**config.mk**
```make
export PLATFORM = sky130hd
export DESIGN_NAME = song_writer_flat
export DESIGN_NICKNAME = d
export VERILOG_FILES = /design/src/rtl/song_pkg.sv /design/src/rtl/song_writer_if.sv /design/src/rtl/song_writer_cap_sync.sv /design/src/rtl/song_writer.sv /design/src/flat_wrapper.sv
export SDC_FILE = /design/constraint.sdc
export NUM_CORES = 1
export LEC_CHECK = 0
export CORE_MARGIN = 2
export CORE_UTILIZATION = 52
export DETAILED_ROUTE_END_ITERATION = 12
export HOLD_SLACK_MARGIN = 0.1
export PLACE_DENSITY = 0.81
export SLEW_MARGIN = 5
export SYNTH_ARGS = -nofsm -noshare
export SYNTH_HDL_FRONTEND = slang
export SYNTH_SLANG_ARGS = --single-unit
```
**constraint.sdc**
```tcl
create_clock -name clk -period 4.4 [get_ports clk]
set_clock_uncertainty 0.2 [all_clocks]
set_input_delay 0.44 -clock clk [delete_from_list [all_inputs] [get_ports clk]]
set_output_delay 0.44 -clock clk [all_outputs]
set_load 0.02 [all_outputs]
```
**src/rtl/song_pkg.sv**
```systemverilog
// Shared song memory definitions: entry layout, rest code and writer FSM states.
// The writer and the reader both use this entry format and rest code.
package song_pkg;
  localparam int NOTE_W = 4;
  localparam int DUR_W  = 8;
  localparam logic [NOTE_W-1:0] NOTE_REST = '0;

  typedef struct packed {
    logic [NOTE_W-1:0] note;
    logic [DUR_W-1:0]  dur;
  } entry_t;

  typedef enum logic [2:0] {
    IDLE, ARMED, HOLD, COMMIT, REST_COMMIT, FULL
  } state_t;
endpackage

```
**src/rtl/song_writer_if.sv**
```systemverilog
// Song writer bus: record controls, capture inputs and the playback read port.
interface song_writer_if #(
  parameter int ADDR_W = 5,
  parameter int NOTE_W = 4,
  parameter int DUR_W  = 8
);
  logic                    rec;
  logic                    cap;
  logic                    tick;
  logic [NOTE_W-1:0]       note_in;
  logic [ADDR_W-1:0]       rd_addr;
  logic [NOTE_W+DUR_W-1:0] rd_data;
  logic [ADDR_W:0]         song_len;
  logic                    wr_pulse;
  logic                    busy;
  logic                    full;

  modport master (output rec, cap, tick, note_in, rd_addr,
                  input  rd_data, song_len, wr_pulse, busy, full);
  modport slave  (input  rec, cap, tick, note_in, rd_addr,
                  output rd_data, song_len, wr_pulse, busy, full);
endinterface

```
**src/rtl/song_writer_cap_sync.sv**
```systemverilog
// cap_sync_edge: 2-FF synchronizer plus rising-edge detect for raw push buttons.
module cap_sync_edge (
  input  logic clk,
  input  logic rst,
  input  logic din,
  output logic lvl,
  output logic rise
);
  logic meta, lvl_d;

  always_ff @(posedge clk or negedge rst) begin
    if (!rst) begin
      meta  <= 1'b0;
      lvl   <= 1'b0;
      lvl_d <= 1'b0;
    end else begin
      meta  <= din;
      lvl   <= meta;
      lvl_d <= lvl;
    end
  end

  assign rise = lvl & ~lvl_d;
endmodule

```
**src/rtl/song_writer.sv**
```systemverilog
// Tune recorder: captures {note, duration} entries into a song memory with a registered read port.
// Define SONG_WRITER_REST_EN to also record the gaps between notes as rest entries.
module song_writer #(
  parameter int DEPTH  = 32,
  parameter int ADDR_W = 5,
  parameter int NOTE_W = song_pkg::NOTE_W,
  parameter int DUR_W  = song_pkg::DUR_W
) (
  input logic         clk,
  input logic         rst,
  song_writer_if.slave bus
);
  import song_pkg::*;

  localparam logic [DUR_W-1:0]  DUR_MAX = '1;
  localparam logic [DUR_W-1:0]  DUR_ONE = DUR_W'(1);
  localparam logic [ADDR_W:0]   LEN_ONE = (ADDR_W+1)'(1);
  localparam logic [ADDR_W:0]   LEN_MAX = (ADDR_W+1)'(DEPTH);

  logic cap_s, cap_rise;

  cap_sync_edge u_cap (
    .clk  (clk),
    .rst  (rst),
    .din  (bus.cap),
    .lvl  (cap_s),
    .rise (cap_rise)
  );

  state_t                  state;
  logic                    rec_d;
  logic [NOTE_W-1:0]       note_r;
  logic [DUR_W-1:0]        dur;
  logic [ADDR_W:0]         song_len;
  logic                    wr_pulse;
  logic                    we;
  logic [NOTE_W+DUR_W-1:0] wdata;
  logic [NOTE_W+DUR_W-1:0] mem [DEPTH];
`ifdef SONG_WRITER_REST_EN
  logic [DUR_W-1:0]        gap;
`endif

  // A falling rec suppresses the write even on the commit cycle itself.
  always_comb begin
    we    = 1'b0;
    wdata = {note_r, (dur == '0) ? DUR_ONE : dur};
    if (bus.rec && state == COMMIT) we = 1'b1;
`ifdef SONG_WRITER_REST_EN
    if (bus.rec && state == REST_COMMIT) begin
      we    = 1'b1;
      wdata = {NOTE_W'(NOTE_REST), gap};
    end
`endif
  end

  always_ff @(posedge clk) begin
    if (we) mem[song_len[ADDR_W-1:0]] <= wdata;
  end

  always_ff @(posedge clk or negedge rst) begin
    if (!rst) bus.rd_data <= '0;
    else      bus.rd_data <= mem[bus.rd_addr];
  end

  // rec_d resets high so a rec already asserted at reset release is not an edge.
  always_ff @(posedge clk or negedge rst) begin
    if (!rst) begin
      state    <= IDLE;
      rec_d    <= 1'b1;
      note_r   <= '0;
      dur      <= '0;
      song_len <= '0;
      wr_pulse <= 1'b0;
`ifdef SONG_WRITER_REST_EN
      gap      <= '0;
`endif
    end else begin
      rec_d    <= bus.rec;
      wr_pulse <= 1'b0;
      if (state != IDLE && !bus.rec) begin
        state <= IDLE;
      end else begin
        case (state)
          IDLE: if (bus.rec && !rec_d) begin
            song_len <= '0;
`ifdef SONG_WRITER_REST_EN
            gap      <= '0;
`endif
            state    <= ARMED;
          end
          ARMED: begin
`ifdef SONG_WRITER_REST_EN
            if (bus.tick && song_len != '0 && gap != DUR_MAX) gap <= gap + DUR_ONE;
`endif
            if (cap_rise) begin
              note_r <= bus.note_in;
              dur    <= '0;
`ifdef SONG_WRITER_REST_EN
              state  <= (gap != '0) ? REST_COMMIT : HOLD;
`else
              state  <= HOLD;
`endif
            end
          end
          HOLD: begin
            if (!cap_s) state <= COMMIT;
            else if (bus.tick && dur != DUR_MAX) dur <= dur + DUR_ONE;
          end
          COMMIT: begin
            song_len <= song_len + LEN_ONE;
            wr_pulse <= 1'b1;
`ifdef SONG_WRITER_REST_EN
            gap      <= '0;
`endif
            state    <= (song_len + LEN_ONE == LEN_MAX) ? FULL : ARMED;
          end
`ifdef SONG_WRITER_REST_EN
          // The pressed note proceeds to HOLD unless the rest consumed the last slot.
          REST_COMMIT: begin
            song_len <= song_len + LEN_ONE;
            wr_pulse <= 1'b1;
            gap      <= '0;
            state    <= (song_len + LEN_ONE == LEN_MAX) ? FULL : HOLD;
          end
`endif
          FULL:    state <= FULL;
          default: state <= IDLE;
        endcase
      end
    end
  end

  assign bus.song_len = song_len;
  assign bus.wr_pulse = wr_pulse;
  assign bus.busy     = (state == HOLD) || (state == COMMIT) || (state == REST_COMMIT);
  assign bus.full     = (song_len == LEN_MAX);
endmodule

```
**src/flat_wrapper.sv**
```systemverilog
// flat-port wrapper written by rule: the top's interface ports become plain ports
module song_writer_flat import song_pkg::*;
#(
  parameter int DEPTH  = 32,
  parameter int ADDR_W = 5,
  parameter int NOTE_W = song_pkg::NOTE_W,
  parameter int DUR_W  = song_pkg::DUR_W
)
  (clk, rst, bus_rec, bus_cap, bus_tick, bus_note_in, bus_rd_addr, bus_rd_data, bus_song_len, bus_wr_pulse, bus_busy, bus_full);
  song_writer_if #(.ADDR_W(ADDR_W), .NOTE_W(NOTE_W), .DUR_W(DUR_W)) bus_i ();
  input logic clk;
  input logic rst;
  input wire logic [$bits(bus_i.rec)-1:0] bus_rec;
  input wire logic [$bits(bus_i.cap)-1:0] bus_cap;
  input wire logic [$bits(bus_i.tick)-1:0] bus_tick;
  input wire logic [$bits(bus_i.note_in)-1:0] bus_note_in;
  input wire logic [$bits(bus_i.rd_addr)-1:0] bus_rd_addr;
  output wire logic [$bits(bus_i.rd_data)-1:0] bus_rd_data;
  output wire logic [$bits(bus_i.song_len)-1:0] bus_song_len;
  output wire logic [$bits(bus_i.wr_pulse)-1:0] bus_wr_pulse;
  output wire logic [$bits(bus_i.busy)-1:0] bus_busy;
  output wire logic [$bits(bus_i.full)-1:0] bus_full;
  assign bus_i.rec = bus_rec;
  assign bus_i.cap = bus_cap;
  assign bus_i.tick = bus_tick;
  assign bus_i.note_in = bus_note_in;
  assign bus_i.rd_addr = bus_rd_addr;
  assign bus_rd_data = bus_i.rd_data;
  assign bus_song_len = bus_i.song_len;
  assign bus_wr_pulse = bus_i.wr_pulse;
  assign bus_busy = bus_i.busy;
  assign bus_full = bus_i.full;
  song_writer #(.DEPTH(DEPTH), .ADDR_W(ADDR_W), .NOTE_W(NOTE_W), .DUR_W(DUR_W)) u_core (.clk(clk), .rst(rst), .bus(bus_i));
endmodule
```
==> summary.log <==
qor: run_status.outcome complete, no violations
qor: placement.cell_area_after_placement 17,700 sq um
qor: synth.synth_net_count 1,037
qor: global_routing.grt_pass1_wl 55,000 microns
qor: worst_hold_path.min_path_cells 0
qor: power_and_ir_drop.psw 1.76 mW
qor: global_routing.grtUsageMet2 36.3%
qor: flow_run.max_cap_violations 0
qor: placement.place_worst_setup_slack 1.08 ns
qor: synth.postSynthAreaPerCell 16.6 sq um
qor: layout.synthToLayoutAreaGrowth 12.4%
qor: layout.fin_area 18,900 sq um
qor: route.routed-via-count 9,153
qor: global_routing.via_count_of_the_first_global_routing_pass 9,158
qor: floorplanning.fp.dieW 184 microns
qor: timing.finalWorstPathRequiredPeriod 3.04 ns
qor: route.drcViolationCount 0
qor: placement.hpwlAfterDp 21,700 microns
qor: worst_setup_path.crit_path_max_fanout 14
qor: timing.finalWorstSetupSlack 1.36 ns
qor: power_and_ir_drop.power.density 438 nW/um^2
qor: floorplanning.fp.coreArea 31,700 sq um
qor: timing.slew_viol_final 0
qor: floorplanning.num_rows 65
qor: power_and_ir_drop.leakagePower 6.90 nW
qor: global_routing.grtUsageTotal 21.9%
qor: synth.async_flop_share 9.00%
qor: global_routing.global_route.usage.met3 3.19%
qor: worst_hold_path.startpoint_of_the_tightest_hold_check_path u_core.u_cap.meta$_DFF_PN0_
qor: layout.final_layout_size_suffix_gt1_share 11.2%
qor: layout.layout.cells.most_common sky130_fd_sc_hd__edfxtp_1
qor: timing.max_freq 329 MHz
qor: worst_hold_path.hold_class flop to flop
qor: worst_setup_path.worst_path_largest_cell_delay 0.63 ns
qor: clocking.cts_repair_resize_count 0
qor: timing.final.setup.tns 0 ns
qor: layout.nNetsFinal 1,097
qor: clocking.clock_sinks 422
qor: layout.insertedDiodeCount 0
qor: timing.final.period_utilization 69.1%
qor: route.firstDrtPassIters 5
qor: power_and_ir_drop.power.share.switching 21.2%
qor: floorplanning.die_y 184 microns
qor: global_routing.grt_max_degree 71
qor: route.vias_per_instance 6.07
qor: global_routing.grt.busiest_layer met2
qor: power_and_ir_drop.ir_worst_vdd 323 uV
qor: power_and_ir_drop.power_report.internal_total 6.54 mW
qor: power_and_ir_drop.clockPowerShare 39.7%
qor: synth.seq_area_frac_synth 74.1%
qor: synth.post_synthesis_instance_area 16,800 sq um
qor: clocking.insertion_delay 0.53 ns
qor: worst_setup_path.critical-path-top-delay-family simple AND/OR/NAND/NOR gates
qor: clocking.clk_transition_reported_paths 0.06 ns
qor: worst_setup_path.setup.worst_path.end_class output pin
qor: worst_setup_path.critPathSlowestCell sky130_fd_sc_hd__clkdlybuf4s50_1
qor: clocking.cts_buffers 40
qor: floorplanning.floorplan.io_pins 35
qor: route.final_routed_wirelength_across_all_metal_layers 36,400 microns
qor: synth.yosys_register_bits 422
qor: timing.max_slew.worst_pin.slew 1.08 ns
qor: synth.yosysUniqueCellTypes 47
qor: synth.synth_ff_type sky130_fd_sc_hd__edfxtp_1
qor: synth.netlist_instances 1,017
qor: power_and_ir_drop.pwr-share-seq 54.3%
qor: route.drtAntennaViolNets 0
qor: floorplanning.die_area 33,800 sq um
qor: worst_setup_path.number_of_cells_on_the_worst_reg_to_reg_path 5
qor: worst_setup_path.setup.worst_path.start_class flop
qor: route.routedWlPerCell 24.1 microns
qor: worst_hold_path.hold-path-endpoint u_core.u_cap.lvl$_DFF_PN0_
qor: timing.hold_viol_final 0
qor: global_routing.antenna_found_initial 0
qor: placement.place.port_buffers 34
qor: timing.setup_viol 0
qor: worst_setup_path.crit-reg2reg-capture u_core.mem[7][2]$_DFFE_PP_
qor: layout.layout.cells.most_common_list sky130_fd_sc_hd__edfxtp_1 (384), sky130_fd_sc_hd__mux2i_1 (192), sky130_fd_sc_hd__a22oi_1 (48)
qor: global_routing.grt.met1_usage 30.1%
qor: power_and_ir_drop.part_of_the_total_power_dissipated_in_combinational_logic 5.9%
qor: worst_setup_path.worst-endpoint-required 3.76 ns
qor: timing.unrepaired_setup_endpoints_after_global_routing no
qor: route.drt_first_iter_violations 986
qor: global_routing.grt_overflow_total 0
qor: worst_setup_path.worst_ep_arrival_time 2.40 ns
qor: synth.synth-edff-count 384
qor: worst_setup_path.cp_cell_sequence or3_1 > nor2_1 > clkdlybuf4s50_1
qor: worst_setup_path.timing.reg2reg.setup_slack 1.61 ns
qor: worst_setup_path.cp-startpoint u_core.bus.song_len[2]$_DFFE_PN0P_
qor: worst_setup_path.rr_startpoint u_core.state[2]$_DFFE_PN0P_
qor: worst_setup_path.worst_setup_path_class flop to output pin
qor: clocking.clock_tree_from_tritoncts done
qor: power_and_ir_drop.totalPowerFinal 8.29 mW
qor: clocking.clk_root_buffer_cell sky130_fd_sc_hd__clkbuf_16
qor: synth.number_of_warnings_reported_in_the_yosys_synthesis_log 0
qor: clocking.cts-htree-levels 2
qor: placement.gp_congestion 0.857
qor: clocking.maximum_root_to_sink_buffer_count 3
qor: floorplanning.start_util 53.1%
qor: worst_setup_path.timing.critical_path.buf_inv 1
qor: timing.max-slew-margin-rel 27.6%
[synthesized netlist by cell type, types with 2 or more instances]
library cell / count / share of area, %
sky130_fd_sc_hd__a21oi_1: 28 / 0.83
sky130_fd_sc_hd__a22o_1: 26 / 1.4
sky130_fd_sc_hd__a22oi_1: 48 / 2.1
sky130_fd_sc_hd__a31oi_1: 15 / 0.56
sky130_fd_sc_hd__buf_1: 3 / 0.067
sky130_fd_sc_hd__buf_2: 14 / 0.42
sky130_fd_sc_hd__buf_4: 10 / 0.45
sky130_fd_sc_hd__buf_6: 10 / 0.67
sky130_fd_sc_hd__buf_8: 3 / 0.27
sky130_fd_sc_hd__clkbuf_1: 20 / 0.45
sky130_fd_sc_hd__dfrtp_1: 37 / 5.5
sky130_fd_sc_hd__edfxtp_1: 384 / 68
sky130_fd_sc_hd__ha_1: 6 / 0.45
sky130_fd_sc_hd__inv_1: 5 / 0.11
sky130_fd_sc_hd__mux2_2: 5 / 0.33
sky130_fd_sc_hd__mux2i_1: 192 / 11
sky130_fd_sc_hd__nand2_1: 45 / 1.0
sky130_fd_sc_hd__nand2b_1: 4 / 0.15
sky130_fd_sc_hd__nand3_1: 31 / 0.92
sky130_fd_sc_hd__nand3b_1: 4 / 0.18
sky130_fd_sc_hd__nand4_1: 16 / 0.59
sky130_fd_sc_hd__nor2_1: 44 / 0.98
sky130_fd_sc_hd__nor2b_1: 3 / 0.11
sky130_fd_sc_hd__nor3_1: 17 / 0.51
sky130_fd_sc_hd__nor4b_1: 2 / 0.10
sky130_fd_sc_hd__o21ai_0: 11 / 0.33
sky130_fd_sc_hd__o21ai_1: 11 / 0.33
sky130_fd_sc_hd__o31ai_1: 2 / 0.089
sky130_fd_sc_hd__or3_1: 2 / 0.074
sky130_fd_sc_hd__xor2_1: 2 / 0.10
[timing repair]
item / in CTS / in global routing
buffers inserted: 0 / 0
hold buffers: 1 / 0
hold endpoints to repair: 37 / 0
[through the flow]
step	utilization, %	instances	hold slack [ns]
CTS	59.7	1509	0.151
floorplan	-	1017	-0.0556
detailed placement	55.7	1436	0.140
global route	59.7	1509	0.147
global placement	55.7	1436	0.141
finish	59.7	1509	0.148
[worst max path at each step]
stage / end / slack [ns] / cells past startpoint
floorplan: u_core.mem[10][0]$_DFFE_PP_ / 2.02 / 3
global placement: u_core.mem[23][10]$_DFFE_PP_ / 1.18 / 6
detailed placement: u_core.mem[7][11]$_DFFE_PP_ / 1.08 / 6
CTS: bus_full / 1.36 / 3
global route: bus_full / 1.20 / 3
finish: bus_full / 1.36 / 3
[cells by family (layout without fill, tap and decap cells)]
family | after synthesis | count (layout) | share of synthesized area [%]
simple gates | 179 | 179 | 5.22
flops | 422 | 422 | 74.1
fa+ha+maj | 6 | 6 | 0.446
buf+inv | 67 | 157 | 2.56
xor+xnor | 2 | 2 | 0.104
mux | 197 | 197 | 11.7
compound gates | 144 | 144 | 5.77
[state kept, by name (all words and copies together) (netlist names)]
register,cells
u_core.u_cap.meta,1
u_core.note_r,4
u_core.state,3
u_core.u_cap.lvl_d,1
u_core.bus.song_len,6
u_core.bus.wr_pulse,1
u_core.u_cap.lvl,1
u_core.dur,8
u_core.bus.rd_data,12
u_core.mem,384
u_core.rec_d,1
[cell type report]
| type | instances | area [sq um] |
|---|---|---|
| Inverter | 6 | 22.5 |
| Timing Repair Buffer | 79 | 706 |
| Multi-Input combinational cell | 528 | 3950 |
| Tap cell | 402 | 503 |
| Clock buffer | 54 | 1120 |
| Clock inverter | 18 | 139 |
| Sequential cell | 422 | 12500 |
| Fill cell | 2206 | 12800 |
[power groups by stage]
stage | Combinational (mW) | Sequential, mW | Clock [mW]
floorplan | 0.225 | 4.64 | 0
global placement | 0.474 | 4.59 | 0
detailed placement | 0.489 | 4.59 | 0
CTS | 0.493 | 4.51 | 3.32
global route | 0.521 | 4.51 | 3.50
finish | 0.493 | 4.51 | 3.29
[per-layer routing]
| layer | vias up | routed length (microns) |
|---|---|---|
| met5 | - | 0 |
| met4 | 0 | 1150 |
| met3 | 64 | 2600 |
| met2 | 396 | 17800 |
| met1 | 4612 | 14800 |
| li1 | 4081 | - |
Note: power is estimated with default switching activity, not from simulation.
